File: src/rtl/recebe_ascii_bcd.sv
// Serial ASCII digit receiver that pairs digits into packed BCD.
// Optional even-parity frame selected by defining RX_PARITY_EN.
module recebe_ascii_bcd #(
  parameter int CLKS_PER_BIT = 434
) (
  input  logic       clock,
  input  logic       reset,
  input  logic       rx_serial,
  output logic [7:0] bcd,
  output logic       pronto,
  output logic       erro,
  output logic [3:0] db_estado
);

  localparam int CW = $clog2(CLKS_PER_BIT);
  localparam logic [CW-1:0] FULL = CW'(CLKS_PER_BIT - 1);
  localparam logic [CW-1:0] HALF = CW'(CLKS_PER_BIT / 2 - 1);

  typedef enum logic [3:0] {
    S_IDLE  = 4'd0,
    S_START = 4'd1,
    S_DATA  = 4'd2,
    S_PAR   = 4'd3,
    S_STOP  = 4'd4,
    S_CHECK = 4'd5
  } state_t;

  state_t        state_q;
  logic          sync1_q;
  logic          sync2_q;
  logic          prev_q;
  logic [CW-1:0] cnt_q;
  logic [2:0]    bit_q;
  logic [7:0]    data_q;
  logic          stop_q;
  logic          alto_q;
  logic [3:0]    tens_q;
  logic [7:0]    bcd_q;
  logic          pronto_q;
  logic          erro_q;
  logic          char_ok;
`ifdef RX_PARITY_EN
  logic          par_q;
`endif

  // Two-flop synchronizer plus one delayed copy for fall detection.
  always_ff @(posedge clock) begin
    if (reset) begin
      sync1_q <= 1'b1;
      sync2_q <= 1'b1;
      prev_q  <= 1'b1;
    end else begin
      sync1_q <= rx_serial;
      sync2_q <= sync1_q;
      prev_q  <= sync2_q;
    end
  end

  // A character is accepted only if framed correctly and in '0'..'9'.
  always_comb begin
    char_ok = stop_q && (data_q >= 8'h30) && (data_q <= 8'h39);
`ifdef RX_PARITY_EN
    if ((^data_q) ^ par_q)
      char_ok = 1'b0;
`endif
  end

  // Receive FSM, digit pairing and registered strobes.
  always_ff @(posedge clock) begin
    if (reset) begin
      state_q  <= S_IDLE;
      cnt_q    <= '0;
      bit_q    <= '0;
      data_q   <= '0;
      stop_q   <= 1'b0;
      alto_q   <= 1'b1;
      tens_q   <= '0;
      bcd_q    <= '0;
      pronto_q <= 1'b0;
      erro_q   <= 1'b0;
`ifdef RX_PARITY_EN
      par_q    <= 1'b0;
`endif
    end else begin
      pronto_q <= 1'b0;
      erro_q   <= 1'b0;
      unique case (state_q)
        S_IDLE: begin
          if (prev_q && !sync2_q) begin
            state_q <= S_START;
            cnt_q   <= '0;
          end
        end
        S_START: begin
          if (cnt_q == HALF) begin
            cnt_q <= '0;
            if (!sync2_q) begin
              bit_q   <= '0;
              state_q <= S_DATA;
            end else begin
              state_q <= S_IDLE;
            end
          end else begin
            cnt_q <= cnt_q + 1'b1;
          end
        end
        S_DATA: begin
          if (cnt_q == FULL) begin
            cnt_q  <= '0;
            data_q <= {sync2_q, data_q[7:1]};
            if (bit_q == 3'd7) begin
`ifdef RX_PARITY_EN
              state_q <= S_PAR;
`else
              state_q <= S_STOP;
`endif
            end else begin
              bit_q <= bit_q + 3'd1;
            end
          end else begin
            cnt_q <= cnt_q + 1'b1;
          end
        end
`ifdef RX_PARITY_EN
        S_PAR: begin
          if (cnt_q == FULL) begin
            cnt_q   <= '0;
            par_q   <= sync2_q;
            state_q <= S_STOP;
          end else begin
            cnt_q <= cnt_q + 1'b1;
          end
        end
`endif
        S_STOP: begin
          if (cnt_q == FULL) begin
            cnt_q   <= '0;
            stop_q  <= sync2_q;
            state_q <= S_CHECK;
          end else begin
            cnt_q <= cnt_q + 1'b1;
          end
        end
        S_CHECK: begin
          state_q <= S_IDLE;
          if (!char_ok) begin
            erro_q <= 1'b1;
            alto_q <= 1'b1;
            tens_q <= '0;
          end else if (alto_q) begin
            tens_q <= data_q[3:0];
            alto_q <= 1'b0;
          end else begin
            bcd_q    <= {tens_q, data_q[3:0]};
            pronto_q <= 1'b1;
            alto_q   <= 1'b1;
          end
        end
        default: state_q <= S_IDLE;
      endcase
    end
  end

  assign bcd       = bcd_q;
  assign pronto    = pronto_q;
  assign erro      = erro_q;
  assign db_estado = state_q;

endmodule

File: config.mk
export PLATFORM = sky130hd
export DESIGN_NAME = recebe_ascii_bcd
export DESIGN_NICKNAME = d
export VERILOG_FILES = /design/src/rtl/recebe_ascii_bcd.sv
export SDC_FILE = /design/constraint.sdc
export NUM_CORES = 1
export LEC_CHECK = 0
export ABC_CLOCK_PERIOD_IN_PS = 1700
export BUFFER_PORTS_ARGS = -buffer_cell sky130_fd_sc_hd__buf_2
export CAP_MARGIN = 20
export CORE_MARGIN = 2
export CORE_UTILIZATION = 40
export CTS_CLUSTER_DIAMETER = 200
export DETAILED_ROUTE_END_ITERATION = 10
export PLACE_DENSITY = 0.56
export SYNTH_ARGS = -nofsm -noshare
export SYNTH_HDL_FRONTEND = slang
export SYNTH_SLANG_ARGS = --single-unit
File: constraint.sdc
create_clock -name clock -period 1.7 [get_ports clock]
set_input_delay 0.085 -clock clock [delete_from_list [all_inputs] [get_ports clock]]
set_output_delay 0.085 -clock clock [all_outputs]
set_load 0.01 [all_outputs]
==> reports/results.txt <==
status: complete, but fails checks
failing checks: negative setup slack
Mapped Nets: 216
max incr delay on CP: 360 ps
Pwr Density: 964 nW/um^2
post-placement cell area: 2250 sq um
GP Congestion: 0.747
Main synth FF type: dfxtp_1
Yosys warning total: 0
final worst slack: -57.6 ps
Final Skew: 6.27 ps
Placed Cells: 303
CTS root buf: clkbuf_8
kind of critical path: flop to flop
core region area: 4720 sq um
max-slew violation count: 0
most used routing layer: met2
total power: 2.46 mW
syn avg cell area: 9.42 sq um
CP arrival: 1950 ps
Max Clk Rate: 569 MHz
Initial Util: 41.5%
Die Height: 74.0 um
met3 GRT Util: 4.20%
area added between synthesis and finish: 30.5%
area share of the largest cell type after synthesis: 42.9%
Detailed Routing Iterations Pass 1: 4
clock buffer count from CTS: 5
pin count of the biggest net entering global routing: 30
Worst Setup End Kind: flop
CP bufs+invs: 2
Clock Path Buffers: 2
die area: 5470 sq um
Synth area leader: dfxtp_1
vias per std cell: 5.08
clk sinks: 42
routed wire length per instance: 12.5 um
WL final: 4040 um
global-route wire length before repair: 6590 um
# IOs: 17
vias in the first global route: 1477
family with the most delay on the worst path: flip-flops
Net count, final: 264
Synth cell types: 54
vias: 1645
async set-or-reset flop fraction in the synthesized netlist: 0%
Layout Utilization: 54.1%
Worst-Skew Late Latency: 300 ps
RSZ-0062 raised after global routing: true
FILL cells: 443
Syn Inst Count: 208
IO Port Bufs: 15
initial antenna violation count: 0
clock slew at reported path FFs: 80 ps
peak supply drop: 0.640 mV
met2 Usage GRT: 24.5%
setup violators final: 2
Seq cells post-synth: 42
CTS tree: done
synthesized cell area: 1960 sq um
Tot GR Track Use: 15.8%
register area share after synthesis: 42.9%
Slew HR: 66.0%
Worst Hold Class: input pin to flop
Hold Vio Cnt, Final: 0
max cap viols: 0
# diodes: 0
minimum clock period: 1760 ps
met1 Usage GRT: 20.9%
critical path, cell by cell: inv_2, ha_2, and4bb_4, a2111oi_4, buf_4, nor3_4, mux2_4
Die Wd: 74.0 um
DP Worst Slack: -106 ps
fin crit share: 103%
DRC Markers: 0
Rows: 25
Max H-tree Level: 2
total grt overflow: 0
Least-Margin Pin Slew: 504 ps
design area: 2560 sq um
Max Fanout on Critical Path: 3
Post-synth EDFFs: 0
CP max-delay cell: dfxtp_2
startpoint types: flop
Pleak: 1.16 nW
final std cells w/o fill: 324
detailed placement HPWL: 2740 um
DRT antenna net count: 0
Iter 0 DRT Violations: 87
top cells by area, synth: dfxtp_1 43%, mux2i_1 9.2%, nor2_1 5.7%, ha_1 3.2%, a21oi_1 2.6%
Worst EP required: 1890 ps
share of cells above drive strength 1: 33.9%
==> cell families after synthesis <==
kind of cell	synth area share (%)
AO/OA/AOI/OAI	15.7
XOR/XNOR	0.447
adder cells (fa/ha/maj)	3.70
buffers and inverters	4.47
flip-flops	42.9
multiplexers	9.77
other	0.191
AND/OR/NAND/NOR	22.8
==> synth_stat cells, drive strengths merged, types with 2 or more instances <==
master and n:
clkbuf 7, and2 2, o21a 3, ha 5
nor2b 2, mux2i 18, and4b 2, a22oi 4
o211ai 3, buf 6, or2 3, nor4 2
nand2b 2, nand2 12, dfxtp 42, o22ai 7
nor2 30, inv 5, or3b 2, o21ai 3
a21oi 10, nor3 8, and4bb 2, nand3 4
nand4 3
==> sequential cells by signal, summed over array words and instances (netlist names) <==
name / count
erro: 1
alto_q: 1
sync1_q: 1
cnt_q: 9
stop_q: 1
pronto: 1
tens_q: 4
bcd: 8
bit_q: 3
prev_q: 1
sync2_q: 1
db_estado: 3
data_q: 8
==> final cells by class <==
| class | count | area, sq um | share of cell area [%] |
|---|---|---|---|
| Tap cell | 67 | 83.8 | 3.28 |
| Inverter | 5 | 18.8 | 0.734 |
| Clock buffer | 6 | 72.6 | 2.84 |
| Multi-Input combinational cell | 148 | 1110 | 43.3 |
| Sequential cell | 42 | 843 | 33.0 |
| Clock inverter | 2 | 37.5 | 1.47 |
| Timing Repair Buffer | 54 | 394 | 15.4 |
==> path summary, 6_finish.rpt <==
check                 from           end  slack [ps]  depth (start not counted)
setup reg to reg  cnt_q[0]  db_estado[2]         -60                          7
hold / removal       reset      cnt_q[2]         110                          2
hold reg to reg    sync1_q       sync2_q         410                          1
setup / recovery  cnt_q[0]  db_estado[2]         -60                          7
==> worst reg2reg max path: stages (launching register included) <==
cell and delay [ps]:
dfxtp_2 360, inv_2 50, ha_2 160, and4bb_4 210
a2111oi_4 340, buf_4 190, nor3_4 50, mux2_4 290
==> power breakdown <==
| group | internal, mW | switching, mW |
|---|---|---|
| clock | 0.438 | 0.366 |
| sequential | 1.01 | 0.0411 |
| combinational | 0.334 | 0.270 |
==> what timing repair did <==
item | in CTS | in global routing
resized for setup | 15 | 10
pin swaps | 11 | 8
buffers inserted | 8 | 3
endpoints found under the setup margin | 7 | 23
gates cloned | 0 | 1
hold buffers | 1 | 0
hold endpoints to repair | 1 | 0
==> metrics by stage <==
step / hold slack (ps) / TNS, ps
final: 106 / -73.4
after CTS: 116 / -119
after floorplan: 189 / 0
after global routing: 140 / -753
after global placement: 272 / -45.5
after detailed placement: 272 / -137
==> routing by layer <==
| metal | part of all wire, % | wire, um | vias up |
|---|---|---|---|
| li1 | - | - | 837 |
| met1 | 48 | 1930 | 775 |
| met2 | 46 | 1870 | 26 |
| met3 | 4.2 | 171 | 7 |
| met4 | 1.5 | 59 | 0 |
| met5 | 0 | 0 | - |
==> layout by cell type (no fill, tap or decap), drive strengths merged, types with 4 or more instances in the layout <==
master,instances
o22ai,7
a22oi,4
nand3,4
buf,53
ha,5
dfxtp,42
nor3,8
nand2,12
mux2i,18
a21oi,10
nor2,30
inv,5
clkbuf,6
(Power assumes the default switching activity.)
